===== src/rtl/hpd_gen.sv =====
// Sink-side HPD line driver: holds HPD high while the sink is present, emits IRQ_HPD low pulses on request.
// Latency: outputs are registered from the next state, so they change one cycle after the deciding input is sampled.
// Backpressure: irq_req is a level held until irq_ack; requests wait while unplugged, mid-pulse or inside the spacing window.
//
// Ports:
//   clk, rst          - single clock, synchronous active-high reset
//   sink_present      - level, 1 = sink wants to be connected
//   irq_req           - IRQ request, held until irq_ack
//   hpd_signal        - registered HPD line drive (high only in ON)
//   irq_ack           - one-cycle pulse, the IRQ low pulse starts this cycle
//   irq_done          - one-cycle pulse, the line returned high after a full IRQ pulse
//   connected         - 1 while in ON or IRQ_LOW
module hpd_gen #(
    parameter int CLK_FREQ          = 100_000,
    parameter int IRQ_WIDTH_TICKS   = 75,
    parameter int IRQ_SPACING_TICKS = 200,
    parameter int UNPLUG_MIN_TICKS  = 10_000
) (
    input  logic clk,
    input  logic rst,
    input  logic sink_present,
    input  logic irq_req,
    output logic hpd_signal,
    output logic irq_ack,
    output logic irq_done,
    output logic connected
);

    localparam int MS_TICKS = CLK_FREQ / 1000;

    localparam int OFF_W = (UNPLUG_MIN_TICKS  > 1) ? $clog2(UNPLUG_MIN_TICKS)  : 1;
    localparam int SP_W  = (IRQ_SPACING_TICKS > 1) ? $clog2(IRQ_SPACING_TICKS) : 1;
    localparam int PW_W  = (IRQ_WIDTH_TICKS   > 1) ? $clog2(IRQ_WIDTH_TICKS)   : 1;

    localparam logic [OFF_W-1:0] OFF_MAX = OFF_W'(UNPLUG_MIN_TICKS - 1);
    localparam logic [SP_W-1:0]  SP_MAX  = SP_W'(IRQ_SPACING_TICKS - 1);
    localparam logic [PW_W-1:0]  PW_MAX  = PW_W'(IRQ_WIDTH_TICKS - 1);

    // The remote detector only classifies a low pulse of 0.5..1 ms as an IRQ.
    if (IRQ_WIDTH_TICKS < MS_TICKS / 2 || IRQ_WIDTH_TICKS > MS_TICKS || IRQ_WIDTH_TICKS < 1) begin : g_bad_width
        $error("hpd_gen: IRQ_WIDTH_TICKS outside MS_TICKS/2 .. MS_TICKS");
    end

    typedef enum logic [1:0] {
        OFF     = 2'd0,
        ON      = 2'd1,
        IRQ_LOW = 2'd2
    } state_t;

    state_t             state, state_nxt;
    logic [OFF_W-1:0]   off_cnt, off_nxt;
    logic [SP_W-1:0]    sp_cnt, sp_nxt;
    logic [PW_W-1:0]    pw_cnt, pw_nxt;
    logic               ack_nxt, done_nxt;

    always_comb begin
        state_nxt = state;
        off_nxt   = off_cnt;
        sp_nxt    = sp_cnt;
        pw_nxt    = pw_cnt;
        ack_nxt   = 1'b0;
        done_nxt  = 1'b0;

        case (state)
            OFF: begin
                off_nxt = (off_cnt == OFF_MAX) ? off_cnt : off_cnt + 1'b1;
                if (sink_present && off_cnt >= OFF_MAX) begin
                    state_nxt = ON;
                    sp_nxt    = '0;
                end
            end
            ON: begin
                sp_nxt = (sp_cnt == SP_MAX) ? sp_cnt : sp_cnt + 1'b1;
                // Unplug beats a simultaneous request; the request stays pending.
                if (!sink_present) begin
                    state_nxt = OFF;
                    off_nxt   = '0;
                end else if (irq_req && sp_cnt >= SP_MAX) begin
                    state_nxt = IRQ_LOW;
                    pw_nxt    = '0;
                    ack_nxt   = 1'b1;
                end
            end
            IRQ_LOW: begin
                pw_nxt = (pw_cnt == PW_MAX) ? pw_cnt : pw_cnt + 1'b1;
                // Unplug aborts the pulse silently; the unplug low time restarts from zero.
                if (!sink_present) begin
                    state_nxt = OFF;
                    off_nxt   = '0;
                end else if (pw_cnt == PW_MAX) begin
                    state_nxt = ON;
                    sp_nxt    = '0;
                    done_nxt  = 1'b1;
                end
            end
            default: begin
                state_nxt = OFF;
                off_nxt   = '0;
            end
        endcase
    end

    always_ff @(posedge clk) begin
        if (rst) begin
            state      <= OFF;
            // Saturated so a present sink connects on the first cycle after reset.
            off_cnt    <= OFF_MAX;
            sp_cnt     <= '0;
            pw_cnt     <= '0;
            hpd_signal <= 1'b0;
            irq_ack    <= 1'b0;
            irq_done   <= 1'b0;
            connected  <= 1'b0;
        end else begin
            state      <= state_nxt;
            off_cnt    <= off_nxt;
            sp_cnt     <= sp_nxt;
            pw_cnt     <= pw_nxt;
            hpd_signal <= (state_nxt == ON);
            irq_ack    <= ack_nxt;
            irq_done   <= done_nxt;
            connected  <= (state_nxt != OFF);
        end
    end

endmodule


===== config.mk =====
export PLATFORM = sky130hd
export DESIGN_NAME = hpd_gen
export DESIGN_NICKNAME = d
export VERILOG_FILES = /design/src/rtl/hpd_gen.sv
export SDC_FILE = /design/constraint.sdc
export NUM_CORES = 1
export LEC_CHECK = 0
export CORE_ASPECT_RATIO = 1.1
export CORE_UTILIZATION = 35
export CTS_BUF_LIST = sky130_fd_sc_hd__clkbuf_8 sky130_fd_sc_hd__clkbuf_16
export DETAILED_ROUTE_END_ITERATION = 8
export GPL_TIMING_DRIVEN = 0
export SYNTH_ARGS = -nofsm -noshare
export SYNTH_HDL_FRONTEND = slang
export SYNTH_SLANG_ARGS = --single-unit

===== constraint.sdc =====
create_clock -name clk -period 4.19 [get_ports clk]
set_input_delay 0.838 -clock clk [delete_from_list [all_inputs] [get_ports clk]]
set_output_delay 0.838 -clock clk [all_outputs]
set_load 0.005 [all_outputs]

; Word-level counts from Yosys, hierarchy flattened
; Cells that the tools add are included.
[op_classes]
eq_ne = 15
reduce_logical = 12
n_mul = 0
add_sub_neg = 3
shift = 0
bitwise = 3
order_cmp = 2
div = 0
n_mux = 20
[ops]
columns = operator, n
row1 = $mux 8, 4
row2 = $mux 14, 2
row3 = $pmux 14 s2, 1
row4 = $pmux 8 s3, 1
row5 = $mux 7, 3
row6 = $ne 2x2->1 const B, 9
row7 = $add 14x1->14 const B, 1
row8 = $eq 14x14->1 const B, 1
row9 = $ge 14x14->1 const B, 1
row10 = $pmux 7 s2, 1
row11 = $mux 2, 5
row12 = $add 8x1->8 const B, 1
row13 = $eq 8x8->1 const B, 1
row14 = $ge 8x8->1 const B, 1
row15 = $add 7x1->7 const B, 1
row16 = $eq 7x7->1 const B, 1
row17 = $pmux 2 s3, 1
row18 = $reduce_or 3->1, 2
row19 = $reduce_and 5->1, 1
row20 = $eq 2x1->1 const B, 2
row21 = $reduce_and 4->1, 1
row22 = $reduce_bool 2->1, 2
row23 = $not 1->1, 3
row24 = $reduce_bool 3->1, 1
row25 = 6 further kinds, 8
[word_totals]
romBits = 0
output_inout_bits = 4
elab_cells = 63
latchBits = 0
inputBits = 4
n_memories = 0
reg_bits = 35
ram_bits = 0

; Depth between registers and ports, before layout
; Gate-level depths: netlist of run 1.
[logic_depth]
word_depth = 6
mapped_depth = 8

; Least setup slack after synthesis of run 1
; OpenSTA, ideal clock, no wires.
[synth_path]
path_kind = input-to-reg
startpoint = in irq_req
endpoint = reg pw_cnt[5]
arrival_time_ns = 1.921
stages = 5
required_time_ns = 4.060
setup_slack_ns = 2.138
path_cell_list = nand3_1 -> o32ai_1 -> nand4_1 -> xor2_1 -> nor2_1
[synth_via]
elab_chain_len = 3
[synth_rtl]
columns = item, line_no
row1 = "start, declared", 22  ; input logic irq_req,
row2 = $logic_and 1x1->1, 78  ; end else if (irq_req && sp_cnt >= SP_MAX) begin
row3 = $ne 2x2->1 (no line), n/a
row4 = $reduce_and 4->1 (no line), n/a
row5 = "end signal, assigned", 118  ; pw_cnt <= pw_nxt;
row6 = "end, declared", 53  ; logic [PW_W-1:0] pw_cnt, pw_nxt;
; No other way between the ends.
; A chain may end at the register's enable or synchronous reset.

; Worst setup path in the final report of run 1
[layout_path]
startpoint = in sink_present
endpoint = reg pw_cnt[4]
[layout_via]
elab_chain_len = 2
[layout_rtl]
columns = item, line_no
row1 = "start, declared", 21  ; input logic sink_present,
row2 = $ne 2x2->1 (no line), n/a
row3 = $reduce_and 4->1 (no line), n/a
; No other way between the ends.

==> results of run 1 <==
[cells in the mapped netlist (all sizes together), types with 6 or more instances]
master	count	area share
a211oi	6	0.023
a21oi	8	0.020
a32o	6	0.031
clkbuf	6	0.012
dfxtp	35	0.36
ha	8	0.051
inv	12	0.023
nand2	17	0.033
nand3	19	0.051
nand4	9	0.029
nor2	19	0.036
o21ai	12	0.031
xnor2	9	0.040
[layer usage]
| metal | wire length [µm] | GRT usage | vias up | part of all wire |
|---|---|---|---|---|
| li1 | - | - | 874 | - |
| met3 | 122 | 0.0339 | 5 | 0.030 |
| met4 | 30 | 0.0385 | 0 | 0.0073 |
| met2 | 1930 | 0.259 | 27 | 0.47 |
| met1 | 2050 | 0.215 | 772 | 0.50 |
| met5 | 0 | 0 | - | 0 |
[worst max-delay path, cell delays in order]
cell and delay [ns]:
clkdlybuf4s50_1 0.59, nand2_1 0.09, o32ai_1 0.75, nand4_1 0.21, xor2_1 0.17, nor2_1 0.05
[state kept, by name, summed over array words and instances, names as in the netlist]
signal / count
connected: 1
irq_ack: 1
hpd_signal: 1
off_cnt: 14
sp_cnt: 8
state: 2
pw_cnt: 7
irq_done: 1
[cell families (layout without fill, tap and decap cells)]
kind of cell | Yosys count | in the layout
adder cells (fa/ha/maj) | 8 | 8
flip-flops | 35 | 35
buffers and inverters | 21 | 36
XOR/XNOR | 14 | 14
AND/OR/NAND/NOR | 95 | 95
AO/OA/AOI/OAI | 55 | 55
[where the power goes]
group          internal (W)  switching, W
Clock              0.000114      0.000125
Sequential         0.000380     0.0000558
Combinational      0.000229      0.000306
[layout make-up]
| type | instances | area [µm²] | share of cell area |
|---|---|---|---|
| clock buffers | 5 | 68.8 | 0.0311 |
| plain buffers | 9 | 47.5 | 0.0215 |
| multi-input cells | 172 | 1170 | 0.528 |
| clock inverters | 3 | 16.3 | 0.00736 |
| inverters | 12 | 45.0 | 0.0204 |
| repair buffers | 7 | 70.1 | 0.0317 |
| well taps | 75 | 93.8 | 0.0425 |
| flip-flops and latches | 35 | 701 | 0.317 |
[stage by stage]
step / worst slack (ns) / power (W)
after detailed placement: 1.35 / 0.000976
after floorplan: 2.14 / 0.000854
after global placement: 1.35 / 0.000971
after global routing: 1.41 / 0.00131
final: 1.65 / 0.00121
after CTS: 1.66 / 0.00122
[path summary, 6_finish.rpt]
path | startpoint | end | slack, ns
max reg2reg | sp_cnt[0] | pw_cnt[4] | 1.99
min | off_cnt[6] | off_cnt[6] | 0.50
min reg2reg | off_cnt[6] | off_cnt[6] | 0.50
max | sink_present | pw_cnt[4] | 1.65
==> results.txt, run 1 <==
status: finished, final reports clean
number of flops mapped to enable cells by yosys: 0
number of port buffers: 7
RSZ-0062 raised after global routing: no
clk_lat worst skew: 0.28 ns
LEAKAGE: 0.772 nW
area growth from synthesis to layout: 12.7%
via count: 1678
compound-gate portion of the synthesized area: 0.217
critical path endpoint category: flip-flop
Post-Synth Adder-Cell Area: 0.0511
# diodes: 0
Final nets: 254
Initial Utilization: 0.363
Main synth FF type: dfxtp_1
#FFs+latches synth: 35
Clock Path Buffers: 2
total track usage: 0.160
GRT overflow: 0
Post-Place Cell Area: 2120 µm²
Cells after Synth: 228
hold_buf cts: 0
post-synthesis mux area share: 0
Reg clk slew, reported paths: 0.07 ns
dpl cells: 310
CP required: 4.35 ns
initial antenna violation count: 0
final worst path period share: 0.606
Avg Cell Area, Syn: 8.60 µm²
DRC viols: 0
vias per cell: 5.28
I/O pin cnt: 8
die area: 5910 µm²
Final setup viols: 0
Chip Width: 73.4 µm
Finished Cell Area: 2210 µm²
clock tree root driver cell: clkbuf_8
worst-case reg-to-reg path depth: 6
htree depth: 2
WS Path Type: in -> reg
register area share after synthesis: 0.357
global-route wire length before repair: 7490 µm
Async SR Flop Fraction: 0
Clock Sinks: 35
Power Dens Cells: 548 nW/µm²
Non-Filler Instances: 318
setup TNS: 0 ns
Max Transition Viols Final: 0
final wirelength: 4130 µm
Data arrival, critical path: 2.70 ns
maximum fanout along the worst path: 8
initial DRC count: 96
Synth Area in Simple Gates: 0.265
gpl congestion: 0.796
clock buffer count from CTS: 5
HP Class: reg -> reg
filler instances: 562
count of different cell masters after synthesis: 49
maximum clock rate: 394 MHz
startpoint types: primary input
DP HPWL: 2970 µm
vias in the first global route: 1598
die height: 80.5 µm
Util after Layout: 0.410
VDD IR max: 243 µV
core area: 5400 µm²
commonest non-fill, non-tap cell in the layout: dfxtp_1
YS warnings: 0
CTS resizes: 0
Post-DRT Antenna Nets: 0
Slew HR: 0.398
row count: 28
CTS tree: built
crit path time final: 2.54 ns
most frequent cells in the layout: 35 x dfxtp_1, 19 x nor2_1, 18 x nand3_1
worst-margin pin slew: 0.900 ns
Worst Hold Depth: 2
Routed WL per cell: 13.0 µm
post-CTS setup buffers: 0
Synth Cell Area: 1960 µm²
Final Hold Violating Endpoints: 0
total nets after synthesis: 240
Hold Slack: 0.501 ns
Setup Skew: 0.00631 ns
largest family of logic cells by synthesized area: simple AND/OR/NAND/NOR gates
Pre-antenna DRT Iters: 4
max capacitance violation total: 0
XOR/XNOR Fraction of Synth Area: 0.0625
largest net degree at the start of global routing: 12
share of cells above drive strength 1: 0.0864
No activity file was read; power rests on OpenSTA's default activity.
==> inputs of run 2 (changes only) <==
==> constraint.sdc (replaced) <==
create_clock -name clk -period 2.45 [get_ports clk]
set_input_delay 0.49 -clock clk [delete_from_list [all_inputs] [get_ports clk]]
set_output_delay 0.49 -clock clk [all_outputs]
set_load 0.005 [all_outputs]
==> results of run 2 <==
Same layout as run 1 (identical final DEF). Status: finished, final reports clean.
Among the figures that moved: setup slack after placement 1.35 ns -> -0.0409 ns; clock-pin slew on the worst setup and hold paths 0.07 ns -> 0.08 ns; setup slack after layout 1.65 ns -> 0.249 ns; start point of the critical path sink_present -> sp_cnt[0]; register-to-register setup slack 1.99 ns -> 0.25 ns; total power 0.00121 W -> 0.00207 W; worst IR drop on VDD 243 µV -> 416 µV
